--- src/rtl/uart_imem_loader.sv ---
// uart_imem_loader: receives a framed program image over UART and writes it into instruction RAM
module uart_imem_loader #(
  parameter int         CLKS_PER_BIT = 434,
  parameter int         ADDR_W       = 6,
  parameter logic [7:0] SYNC_BYTE    = 8'hA5
) (
  input  logic              clk,
  input  logic              resetn,
  input  logic              rxd,
  output logic              imem_we,
  output logic [ADDR_W-1:0] imem_addr,
  output logic [31:0]       imem_data,
  output logic              cpu_hold,
  output logic              load_done,
  output logic              load_err
);
  localparam logic [1:0] RX_IDLE = 2'd0, RX_START = 2'd1, RX_DATA = 2'd2, RX_STOP = 2'd3;
  localparam logic [2:0] F_IDLE = 3'd0, F_LEN = 3'd1, F_DATA = 3'd2, F_CSUM = 3'd3, F_ERR = 3'd4;
  localparam int CW = $clog2(CLKS_PER_BIT);
  localparam logic [CW-1:0] FULL = CW'(CLKS_PER_BIT - 1);
  localparam logic [CW-1:0] HALF = CW'(CLKS_PER_BIT / 2 - 1);
  logic          rx_s1, rx_s2, byte_valid, frame_err;
  logic [1:0]    rx_st;
  logic [CW-1:0] cnt;
  logic [2:0]    bit_idx;
  logic [7:0]    shift;
  logic [2:0]    f_st;
  logic [7:0]    n, csum, wcnt;
  logic [ADDR_W-1:0] addr;
  logic [1:0]    bidx;
  logic [23:0]   word;
  // synchroniser idles high so reset release never looks like a start bit
  always_ff @(posedge clk) begin
    if (!resetn) begin
      rx_s1      <= 1'b1;
      rx_s2      <= 1'b1;
      rx_st      <= RX_IDLE;
      cnt        <= '0;
      bit_idx    <= '0;
      shift      <= '0;
      byte_valid <= 1'b0;
      frame_err  <= 1'b0;
    end else begin
      rx_s1      <= rxd;
      rx_s2      <= rx_s1;
      byte_valid <= 1'b0;
      frame_err  <= 1'b0;
      cnt        <= cnt + 1'b1;
      case (rx_st)
        RX_IDLE: begin
          cnt <= '0;
          if (!rx_s2) rx_st <= RX_START;
        end
        RX_START: if (cnt == HALF) begin
          cnt     <= '0;
          bit_idx <= '0;
          rx_st   <= rx_s2 ? RX_IDLE : RX_DATA;
        end
        RX_DATA: if (cnt == FULL) begin
          cnt     <= '0;
          shift   <= {rx_s2, shift[7:1]};
          bit_idx <= bit_idx + 1'b1;
          if (bit_idx == 3'd7) rx_st <= RX_STOP;
        end
        default: if (cnt == FULL) begin
          byte_valid <= rx_s2;
          frame_err  <= !rx_s2;
          rx_st      <= RX_IDLE;
        end
      endcase
    end
  end
  // shift stays stable while byte_valid is high, so it doubles as the received byte
  always_ff @(posedge clk) begin
    if (!resetn) begin
      f_st      <= F_IDLE;
      imem_we   <= 1'b0;
      imem_addr <= '0;
      imem_data <= '0;
      cpu_hold  <= 1'b0;
      load_done <= 1'b0;
      load_err  <= 1'b0;
      n         <= '0;
      csum      <= '0;
      wcnt      <= '0;
      addr      <= '0;
      bidx      <= '0;
      word      <= '0;
    end else begin
      imem_we <= 1'b0;
      if (frame_err && f_st != F_IDLE) f_st <= F_ERR;
      else case (f_st)
        F_IDLE: if (byte_valid && shift == SYNC_BYTE) begin
          f_st      <= F_LEN;
          cpu_hold  <= 1'b1;
          load_done <= 1'b0;
          load_err  <= 1'b0;
          csum      <= '0;
        end
        F_LEN: if (byte_valid) begin
          n    <= shift;
          addr <= '0;
          wcnt <= '0;
          bidx <= '0;
          f_st <= shift == 8'd0 ? F_CSUM : int'(shift) > 2 ** ADDR_W ? F_ERR : F_DATA;
        end
        F_DATA: if (byte_valid) begin
          word <= {word[15:0], shift};
          csum <= csum ^ shift;
          bidx <= bidx + 2'd1;
          if (bidx == 2'd3) begin
            imem_we   <= 1'b1;
            imem_data <= {word, shift};
            imem_addr <= addr;
            addr      <= addr + 1'b1;
            wcnt      <= wcnt + 8'd1;
            if (wcnt + 8'd1 == n) f_st <= F_CSUM;
          end
        end
        F_CSUM: if (byte_valid) begin
          f_st      <= shift == csum ? F_IDLE : F_ERR;
          load_done <= shift == csum;
          cpu_hold  <= shift != csum;
        end
        default: begin
          load_err <= 1'b1;
          f_st     <= F_IDLE;
        end
      endcase
    end
  end
endmodule

--- config.mk ---
export PLATFORM = sky130hd
export DESIGN_NAME = uart_imem_loader
export DESIGN_NICKNAME = d
export VERILOG_FILES = /design/src/rtl/uart_imem_loader.sv
export SDC_FILE = /design/constraint.sdc
export NUM_CORES = 1
export LEC_CHECK = 0
export ABC_AREA = 1
export CORE_ASPECT_RATIO = 1.5
export CORE_UTILIZATION = 25
export DETAILED_ROUTE_END_ITERATION = 12
export SLEW_MARGIN = 20
export SYNTH_ARGS = -nofsm -noshare
export SYNTH_HDL_FRONTEND = slang
export SYNTH_SLANG_ARGS = --single-unit
--- constraint.sdc ---
create_clock -name clk -period 2 [get_ports clk]
set_input_delay 0.4 -clock clk [delete_from_list [all_inputs] [get_ports clk]]
set_output_delay 0.4 -clock clk [all_outputs]
set_load 0.005 [all_outputs]
==> out/qor.csv <==
metric,value,unit
run status,finished clean,
DRC,0,
Max Cap Viol,0,
routed vias,4694,
pin count of the biggest net entering global routing,83,
Final Slew Violations,0,
Pwr Density,1050,mW/mm^2
"Arr. time, crit path",2160,ps
Fin. Hold Viols,0,
DIE WIDTH,122,um
Placeable Area,0.0211,mm^2
CP Class,reg2reg,
remaining global-route overflow,0,
total CTS buffers,17,
Hold Buf Count CTS,0,
CTS Root Cell,clkbuf_16,
met3 usage,2.44,%
Crit path required time,2350,ps
Async SR Flop Fraction,0,%
final instance count without filler cells,1046,
CTS tree,yes,
Final ANT Viol Nets,0,
sequential fraction of the synthesis area,47.0,%
vias per inst,4.49,
first-pass GRT wire length,21700,um
cell area after synthesis,0.00541,mm^2
VDD IR max,0.546,mV
FILL cells,2271,
Die Y,182,um
aggregate global-route resource usage,12.5,%
met2 GRT Util,22.8,%
worst-skew pair later-pin latency,420,ps
Initial DRC Count,307,
Final Worst Setup Slack,191,ps
post-route clock period utilization,90.4,%
yosys warns,0,
Hold Slack,412,ps
GRT met1 Usage,13.3,%
worst hold-check path type,reg2reg,
Boundary Pins,45,
Syn Inst Count,711,
post-synth top area share,47.0,%
max frequency,553,MHz
Synth Flop Type,dfxtp_1,
Top Usage Layer GRT,met2,
Sink Count,127,
share of cells above drive strength 1,9.90,%
library cells used by synthesis,41,
Hold Startpoint,rx_s1,
"flops & latches, synth",127,
"area leader, netlist",dfxtp_1,
area grow syn2layout,26.7,%
crit path from,f_st[2],
worst slew pin tran,437,ps
diode count,0,
row cnt,65,
final setup fails,0,
Clock transition at path regs,70,ps
DP Cell Count,1014,
vias in the first global route,4517,
nature of the critical path endpoint,flop,
number of port buffers,44,
Setup WS pre-CTS,216,ps
final WL,13200,um
initial core utilization,25.6,%
Setup Skew,8.76,ps
Tmin final,1810,ps
Slew Limit Headroom,70.8,%
Final #Nets,776,
leak pwr,2.67,nW
Synth Net Count,722,
Crit Reg-Reg Startpoint,f_st[2],
# Post-CTS Setup Buffers,0,
GP Congestion,0.851,
H-tree Lvls,4,
"Avg Cell Area, Syn",7.61,um^2
Post-DP HPWL,9240,um
"top cells by area, synth","dfxtp_1 47%, a21oi_1 7.4%, o21ai_0 7.4%, inv_1 6.0%, nor2_1 6.0%",
Layout Utilization,32.4,%
die area,0.0223,mm^2
peak fanout along the critical path,19,
clock buffer depth,2,
DR WL/cell,12.6,um
initial antenna violation count,0,
post-CTS sizing,0,
critical path launch point type,flop,
number of flops mapped to enable cells by yosys,0,
DRT Pass-1 Iters,4,
==> cell usage in the layout (no fill, tap or decap), types with 2 or more instances in the layout <==
cell type,n
inv_8,6
ha_1,8
nor2_1,84
a211oi_1,3
inv_6,3
buf_12,3
nor3_1,12
o21ai_1,15
o21ai_0,80
or2_2,3
bufinv_16,2
a21oi_1,80
xnor2_1,9
dfxtp_1,127
o21ai_2,2
clkdlybuf4s50_1,43
nand4_1,4
clkinv_1,2
o211ai_1,3
nor2_8,5
clkinvlp_4,2
nor2_2,4
nand2_1,79
nand3_1,52
xor2_1,5
inv_2,5
inv_1,87
buf_4,15
clkbuf_16,17
==> flip-flops by register name (all words and copies together), names as in the netlist, 6 cells and up <==
signal and cells:
addr 6, imem_data 32, csum 8, word 24, wcnt 8, shift 8, cnt 9, n 8
imem_addr 6
==> cells in the mapped netlist (2+ instances only) <==
cell and instances:
a211oi_1 3, a21oi_1 80, buf_2 10, clkbuf_1 14
clkinv_1 2, dfxtp_1 127, ha_1 8, inv_1 87
inv_2 5, nand2_1 79, nand3_1 52, nand4_1 4
nor2_1 86, nor2_2 2, nor2_8 5, nor3_1 12
o211ai_1 3, o21ai_0 80, o21ai_1 15, o21ai_2 2
or2_2 3, xnor2_1 9, xor2_1 5
==> cell families (layout without fill, tap and decap cells) <==
family	Yosys count	after routing	share of synthesized area (%)
buffers and inverters	121	188	8.79
XOR/XNOR	14	14	2.27
flip-flops	127	127	47.0
AO/OA/AOI/OAI	190	190	18.6
AND/OR/NAND/NOR	251	251	21.5
adder cells (fa/ha/maj)	8	8	1.85
==> layout make-up <==
cell class / instances / area [um^2] / share of cell area (%)
Tap cell: 268 / 335 / 4.89
Multi-Input combinational cell: 463 / 2400 / 35.0
Sequential cell: 127 / 2540 / 37.1
Clock inverter: 15 / 194 / 2.83
Inverter: 94 / 353 / 5.15
Clock buffer: 17 / 425 / 6.20
Timing Repair Buffer: 62 / 608 / 8.87
==> path summary, 6_finish.rpt <==
check,end,slack [ps],cells past startpoint
worst max-delay path,imem_data[1],190,11
worst min-delay path,rx_s2,410,1
worst max register to register,imem_data[1],190,11
worst min register to register,rx_s2,410,1
==> stage by stage <==
step	power [mW]	setup TNS [ps]	instance area, um^2
5_1_grt	7.53	-18.6	6860
2_1_floorplan	3.74	0	5410
3_3_place_gp	4.00	0	6230
3_5_place_dp	4.02	0	6230
6_report	7.18	0	6860
4_1_cts	7.26	0	6850
==> per-layer routing <==
metal | part of all wire [%] | wire length [um] | up-vias
met1 | 42 | 5560 | 2174
met5 | 0 | 0 | -
met3 | 2.2 | 295 | 13
met2 | 53 | 7030 | 63
met4 | 2.0 | 267 | 0
li1 | - | - | 2444
==> report_power, final <==
group	total, mW	internal, mW	leakage (nW)	switching, mW
clock network	3.22	1.91	0.299	1.31
registers	2.80	2.67	1.02	0.133
logic	1.16	0.412	1.35	0.745
==> worst max-delay path, stage by stage, from the launching register on <==
cell	delay, ps
dfxtp_1	430
nor2_2	60
inv_2	170
nor2_8	70
nor2_8	150
nor2_8	60
nand2_4	120
nor2_8	50
inv_2	150
buf_4	280
nand3_1	100
o21ai_1	100
Note: power is estimated with default switching activity, not from simulation.
